## config.mk

```make
export PLATFORM = sky130hd
export DESIGN_NAME = ifetch_flat
export DESIGN_NICKNAME = d
export VERILOG_FILES = /design/src/rtl/fetch_pkg.sv /design/src/rtl/ifetch_if.sv /design/src/rtl/fetch_buf.sv /design/src/rtl/ifetch.sv /design/src/flat_wrapper.sv
export SDC_FILE = /design/constraint.sdc
export NUM_CORES = 1
export LEC_CHECK = 0
export ABC_AREA = 1
export CAP_MARGIN = 15
export CORE_ASPECT_RATIO = 0.6
export CORE_MARGIN = 4
export CORE_UTILIZATION = 57
export CTS_CLUSTER_DIAMETER = 30
export CTS_CLUSTER_SIZE = 28
export DETAILED_ROUTE_END_ITERATION = 10
export MAX_ROUTING_LAYER = met4
export PLACE_DENSITY_LB_ADDON = 0.25
export SLEW_MARGIN = 30
export SYNTH_ARGS = -nofsm -noshare
export SYNTH_HDL_FRONTEND = slang
export SYNTH_SLANG_ARGS = --single-unit
```

## constraint.sdc

```tcl
create_clock -name clock -period 3.83 [get_ports clock]
set_input_delay 0.766 -clock clock [delete_from_list [all_inputs] [get_ports clock]]
set_output_delay 0.766 -clock clock [all_outputs]
set_load 0.05 [all_outputs]
```

## src/rtl/fetch_pkg.sv

```systemverilog
// rtl/fetch_pkg.sv - shared types and constants for the instruction fetch stage
package fetch_pkg;

  localparam int FETCH_XLEN = 32;
  localparam int INST_BYTES = 4;

  typedef enum logic [1:0] {
    S_IDLE = 2'd0,
    S_WAIT = 2'd1,
    S_DROP = 2'd2
  } fetch_state_e;

  typedef struct packed {
    logic [FETCH_XLEN-1:0] pc;
    logic [FETCH_XLEN-1:0] inst;
  } fetch_entry_t;

endpackage

```

## src/rtl/ifetch_if.sv

```systemverilog
// rtl/ifetch_if.sv - redirect, memory-read and decode-side signals of the fetch stage
interface ifetch_if #(
  parameter int XLEN = 32
);
  logic            redirectValid;
  logic [XLEN-1:0] redirectPc;
  logic            memReqValid;
  logic [XLEN-1:0] memAddr;
  logic            memBusy;
  logic            memRespValid;
  logic [XLEN-1:0] memRdata;
  logic            instValid;
  logic [XLEN-1:0] instData;
  logic [XLEN-1:0] instPc;
  logic            instReady;

  modport master (
    input  redirectValid, redirectPc, memBusy, memRespValid, memRdata, instReady,
    output memReqValid, memAddr, instValid, instData, instPc
  );

  modport slave (
    output redirectValid, redirectPc, memBusy, memRespValid, memRdata, instReady,
    input  memReqValid, memAddr, instValid, instData, instPc
  );
endinterface

```

## src/rtl/fetch_buf.sv

```systemverilog
// rtl/fetch_buf.sv - small synchronous FIFO of fetched {pc, inst} entries
module fetch_buf
  import fetch_pkg::*;
#(
  parameter int DEPTH = 2,
  localparam int AW = $clog2(DEPTH)
) (
  input  logic         clock,
  input  logic         reset,
  input  logic         push,
  input  fetch_entry_t push_entry,
  input  logic         pop,
  input  logic         flush,
  output fetch_entry_t head,
  output logic [AW:0]  count
);

  localparam logic [AW:0] FULL = (AW+1)'(DEPTH);

  fetch_entry_t  mem [DEPTH];
  logic [AW-1:0] wr_ptr;
  logic [AW-1:0] rd_ptr;

  // Entries are cleared on reset so the head reads as zero before the first push.
  always_ff @(posedge clock or negedge reset) begin
    if (!reset) begin
      for (int i = 0; i < DEPTH; i++) mem[i] <= '0;
      wr_ptr <= '0;
      rd_ptr <= '0;
      count  <= '0;
    end else if (flush) begin
      wr_ptr <= '0;
      rd_ptr <= '0;
      count  <= '0;
    end else begin
      if (push) begin
        mem[wr_ptr] <= push_entry;
        wr_ptr      <= wr_ptr + AW'(1);
      end
      if (pop) rd_ptr <= rd_ptr + AW'(1);
      case ({push, pop})
        2'b10:   count <= count + (AW+1)'(1);
        2'b01:   count <= count - (AW+1)'(1);
        default: count <= count;
      endcase
    end
  end

  assign head = mem[rd_ptr];

  assert property (@(posedge clock) disable iff (!reset) !(push && !flush && count == FULL))
    else $error("fetch_buf: push while full");

endmodule

```

## src/rtl/ifetch.sv

```systemverilog
// rtl/ifetch.sv - fetch PC, single-outstanding read FSM and decode-facing buffer
module ifetch
  import fetch_pkg::*;
#(
  parameter int              XLEN      = 32,
  parameter logic [XLEN-1:0] RESET_PC  = 'h8000_0000,
  parameter int              BUF_DEPTH = 2
) (
  input logic     clock,
  input logic     reset,
  ifetch_if.master bus
);

  localparam int            CW       = $clog2(BUF_DEPTH) + 1;
  localparam logic [CW-1:0] BUF_FULL = CW'(BUF_DEPTH);

  fetch_state_e    state, state_nx;
  logic [XLEN-1:0] fetch_pc;
  logic [CW-1:0]   count;
  fetch_entry_t    head, push_entry;
  logic            issue, push, pop;

  assign issue = (state == S_IDLE) && !bus.memBusy && (count < BUF_FULL) && !bus.redirectValid;
  // memAddr still holds the address of the outstanding read, so it tags the returned word.
  assign push  = (state == S_WAIT) && bus.memRespValid && !bus.redirectValid;
  assign pop   = bus.instValid && bus.instReady && !bus.redirectValid;
  assign push_entry = '{pc: bus.memAddr, inst: bus.memRdata};

  always_comb begin
    state_nx = state;
    case (state)
      S_IDLE:  if (issue) state_nx = S_WAIT;
      S_WAIT: begin
        if (bus.memRespValid)       state_nx = S_IDLE;
        else if (bus.redirectValid) state_nx = S_DROP;
      end
      S_DROP:  if (bus.memRespValid) state_nx = S_IDLE;
      default: state_nx = S_IDLE;
    endcase
  end

  always_ff @(posedge clock or negedge reset) begin
    if (!reset) begin
      state           <= S_IDLE;
      fetch_pc        <= RESET_PC;
      bus.memReqValid <= 1'b0;
      bus.memAddr     <= '0;
    end else begin
      state           <= state_nx;
      bus.memReqValid <= issue;
      if (issue) bus.memAddr <= fetch_pc;
      if (bus.redirectValid)
        fetch_pc <= bus.redirectPc & ~XLEN'(INST_BYTES - 1);
      else if (issue)
        fetch_pc <= fetch_pc + XLEN'(INST_BYTES);
    end
  end

  fetch_buf #(.DEPTH(BUF_DEPTH)) u_buf (
    .clock      (clock),
    .reset      (reset),
    .push       (push),
    .push_entry (push_entry),
    .pop        (pop),
    .flush      (bus.redirectValid),
    .head       (head),
    .count      (count)
  );

  assign bus.instValid = (count != '0);
  assign bus.instData  = head.inst;
  assign bus.instPc    = head.pc;

  assert property (@(posedge clock) disable iff (!reset) !(state == S_IDLE && bus.memRespValid))
    else $error("ifetch: memRespValid with no outstanding read");

endmodule

```

## src/flat_wrapper.sv

```systemverilog
// flat-port wrapper written by rule: the top's interface ports become plain ports
module ifetch_flat import fetch_pkg::*;
#(
  parameter int              XLEN      = 32,
  parameter logic [XLEN-1:0] RESET_PC  = 'h8000_0000,
  parameter int              BUF_DEPTH = 2
)
  (clock, reset, bus_redirectValid, bus_redirectPc, bus_memBusy, bus_memRespValid, bus_memRdata, bus_instReady, bus_memReqValid, bus_memAddr, bus_instValid, bus_instData, bus_instPc);
  ifetch_if #(.XLEN(XLEN)) bus_i ();
  input logic clock;
  input logic reset;
  input wire logic [$bits(bus_i.redirectValid)-1:0] bus_redirectValid;
  input wire logic [$bits(bus_i.redirectPc)-1:0] bus_redirectPc;
  input wire logic [$bits(bus_i.memBusy)-1:0] bus_memBusy;
  input wire logic [$bits(bus_i.memRespValid)-1:0] bus_memRespValid;
  input wire logic [$bits(bus_i.memRdata)-1:0] bus_memRdata;
  input wire logic [$bits(bus_i.instReady)-1:0] bus_instReady;
  output wire logic [$bits(bus_i.memReqValid)-1:0] bus_memReqValid;
  output wire logic [$bits(bus_i.memAddr)-1:0] bus_memAddr;
  output wire logic [$bits(bus_i.instValid)-1:0] bus_instValid;
  output wire logic [$bits(bus_i.instData)-1:0] bus_instData;
  output wire logic [$bits(bus_i.instPc)-1:0] bus_instPc;
  assign bus_i.redirectValid = bus_redirectValid;
  assign bus_i.redirectPc = bus_redirectPc;
  assign bus_i.memBusy = bus_memBusy;
  assign bus_i.memRespValid = bus_memRespValid;
  assign bus_i.memRdata = bus_memRdata;
  assign bus_i.instReady = bus_instReady;
  assign bus_memReqValid = bus_i.memReqValid;
  assign bus_memAddr = bus_i.memAddr;
  assign bus_instValid = bus_i.instValid;
  assign bus_instData = bus_i.instData;
  assign bus_instPc = bus_i.instPc;
  ifetch #(.XLEN(XLEN), .RESET_PC(RESET_PC), .BUF_DEPTH(BUF_DEPTH)) u_core (.clock(clock), .reset(reset), .bus(bus_i));
endmodule
```

==> results.toml <==
[status]
status = "completed"

[clock_network]
worstSkewPairLatency_ps = 430
cts_resized = 0
ctsRootBufferMaster = "clkbuf_16"
cts_tree = "yes"
cts_post_setup_buffers_inserted = 0
cts_max_level = 4
clkSlewWorstSetupHoldPaths_ps = 70
clock-sinks = 191
hold_buffers = 0
clk_path_buf_depth = 2
cts_inserted_buffers = 17

[timing]
skew_ps = 13.5
worst_pin_slew_ps = 737
max-slew-margin-rel_pct = 50.9
fin_crit_sh_pct = 91.7
setup-tns-final_ps = 0
max_freq_ghz = 0.285
setup_viol = 0
rsz0062_at_grt = "no"
maxSlewViolCount = 0
period_minus_slack_ps = 3510
hold_violations = 0
hold_ws_ps = 390

[synthesis]
avgSynthCellArea_um2 = 8.53
yosys_warnings = 0
netlist_area_um2 = 8990
synth_cell_types = 38
syn_inst = 1053
synth-seq-area-share_pct = 53.2
ys_seq_elements = 191

[worst_setup_path]
rr_startpoint = "u_core.u_buf.count[1]"
cp.arrival_ps = 2750
crit_slowest_cell = "clkdlybuf4s50_1"
cp_cell_sequence = "clkinv_2 -> buf_12 -> o21ai_0 -> clkdlybuf4s50_1"
cp-end-kind = "output pin"
crit_path_max_fanout = 73
worstSetupStartpoint = "u_core.u_buf.rd_ptr"
critPathLaunchType = "register"
reg2reg_depth = 7
cp.required_ps = 3060
worst-setup-path-type = "register to output pin"
slowest_delay_ps = 870

[global_route]
grt_max_degree = 92
gr-total-overflow = 0
grt_use_total_pct = 26.2
grt_pass1_vias = 7096
grt_pass1_wl_um = 36600
grt_antenna_before_repair = 0

[floorplan]
core-area_um2 = 15400
initial_core_util_pct = 58.3
num_rows = 35
io_pins = 168
die_w_um = 170
dieArea_um2 = 17900
die_h_um = 105

[place]
dp_hpwl_um = 15500
place_congestion = 0.936
portBuffers = 161

[final_layout]
drive_above_1_share_pct = 7.72
seq_area_um2 = 4780
area_delta_synth_final_pct = 26.2
antenna_cells = 0
multi_input_area_um2 = 3410
fin_nets = 1264
fillers = 1192

[power]
power_density_nw_per_um2 = 860
leakage_nw = 5.41
peakVddDrop_v = 0.000667

[drt]
routed_wl_um = 22300
drt_iter0_drc = 803
drt_pass1_iterations = 5
detail_route.vias_per_cell = 5.35
wl_per_cell_um = 15.9
vias = 7527
drc = 0
postRouteAntennaNets = 0

[job]
drv_cap = 0

[hold_path]
hp-class = "primary input to async pin"
[cells by family (layout without fill, tap and decap cells)]
kind of cell | after synthesis | after routing | synth area share (%)
DFF | 191 | 191 | 53.2
AOI/OAI and AO/OA | 223 | 223 | 12.9
other | 1 | 4 | 0.0417
xor gates and xnor gates | 5 | 5 | 0.487
adders and majority gates | 1 | 1 | 0.139
and+or+nand+nor | 404 | 404 | 18.8
buffers and inverters | 195 | 344 | 8.99
muxes | 33 | 33 | 5.43
[path summary, 6_finish.rpt]
kind	endpoint	slack, ps
setup / recovery	bus_instPc[14]	320
hold / removal	u_core.u_buf.mem[26]	390
setup reg to reg	u_core.fetch_pc[31]	1820
hold reg to reg	u_core.u_buf.mem[126]	490
max in group asynchronous	u_core.u_buf.mem[42]	2540
min in group clock	u_core.u_buf.mem[126]	490
[layout make-up]
cell class / instances / area share (%)
multi-input cells: 670 / 30.1
well taps: 203 / 2.24
clock inverters: 13 / 1.27
repair buffers: 174 / 15.8
clock buffers: 18 / 3.87
inverters: 139 / 4.61
flip-flops and latches: 191 / 42.2
[registers in the layout, summed over array words and instances, names as in the netlist]
register and flops:
u_core.u_buf.rd_ptr 1, u_core.bus.memReqValid 1, u_core.bus.memAddr 30, u_core.u_buf.wr_ptr 1, u_core.state 2, u_core.u_buf.count 2
u_core.u_buf.mem 124, u_core.fetch_pc 30
[placed cells by master, fill, tap and decap left out, types with 3 or more instances in the layout]
cell             instances
o21bai_1                 4
dfrtp_1                190
mux2_4                  31
inv_8                    4
nand2_1                282
inv_6                    3
nand3_1                 36
nand4_1                  9
clkdlybuf4s50_1        160
nor3_1                   6
nand3b_1                 6
xor2_1                   5
o21ai_0                186
clkbuf_16               17
nor2_4                   3
buf_12                   6
inv_1                  136
clkinv_4                 4
buf_4                    7
o21ai_1                  4
o211ai_1                 6
a21oi_1                 15
nor2_1                  54
conb_1                   4
[worst max-delay path, delay by kind of cell, from the launching register on]
kind / cells / cell delay, ps
buffers and inverters: 3 / 1560
AO/OA/AOI/OAI: 1 / 280
flip-flops: 1 / 440
[cell usage after synthesis, drive strengths merged]
cell    count  area share [%]
nand2     285              12
dfrtp     190              53
o21ai     190              11
inv       139             5.8
nor2       58             2.7
nand3      38             2.3
mux2       33             5.4
buf        28             2.0
clkbuf     28             1.2
a21oi      15            0.84
nand4       9            0.63
nor3        8            0.63
nand3b      6            0.50
o211ai      6            0.50
xor2        5            0.49
o21bai      4            0.33
o21a        2            0.17
o221ai      2            0.19
a21boi      1           0.084
a31oi       1           0.070
conb        1           0.042
dfstp       1            0.29
ha          1            0.14
o31ai       1           0.084
o41ai       1           0.097
[metrics by stage]
stage / total power [W] / setup WS (ps) / utilization [%] / instances / cell area, um2
floorplan: 0.00635 / 1110 / - / 1056 / 9000
global placement: 0.00787 / 797 / 69.8 / 1377 / 10800
CTS: 0.00979 / 343 / 73.6 / 1408 / 11300
detailed placement: 0.00797 / 824 / 69.8 / 1377 / 10800
global route: 0.0103 / 193 / 73.6 / 1408 / 11300
finish: 0.00975 / 317 / 73.6 / 1408 / 11300
[where the power goes]
group / leakage (nW) / internal, W / switching [W]
sequential: 2.19 / 0.00278 / 0.000507
combinational: 2.93 / 0.00161 / 0.00308
clock: 0.285 / 0.000940 / 0.000842
total: 5.41 / 0.00532 / 0.00443
[layer usage]
metal | global-route usage, % | vias up | wire length [um]
li1 | - | 3629 | -
met1 | 40.4 | 3588 | 10700
met2 | 36.3 | 284 | 9750
met3 | 4.65 | 26 | 1630
met4 | 6.10 | 0 | 267
met5 | - | - | 0
No activity file was read; power rests on OpenSTA's default activity.
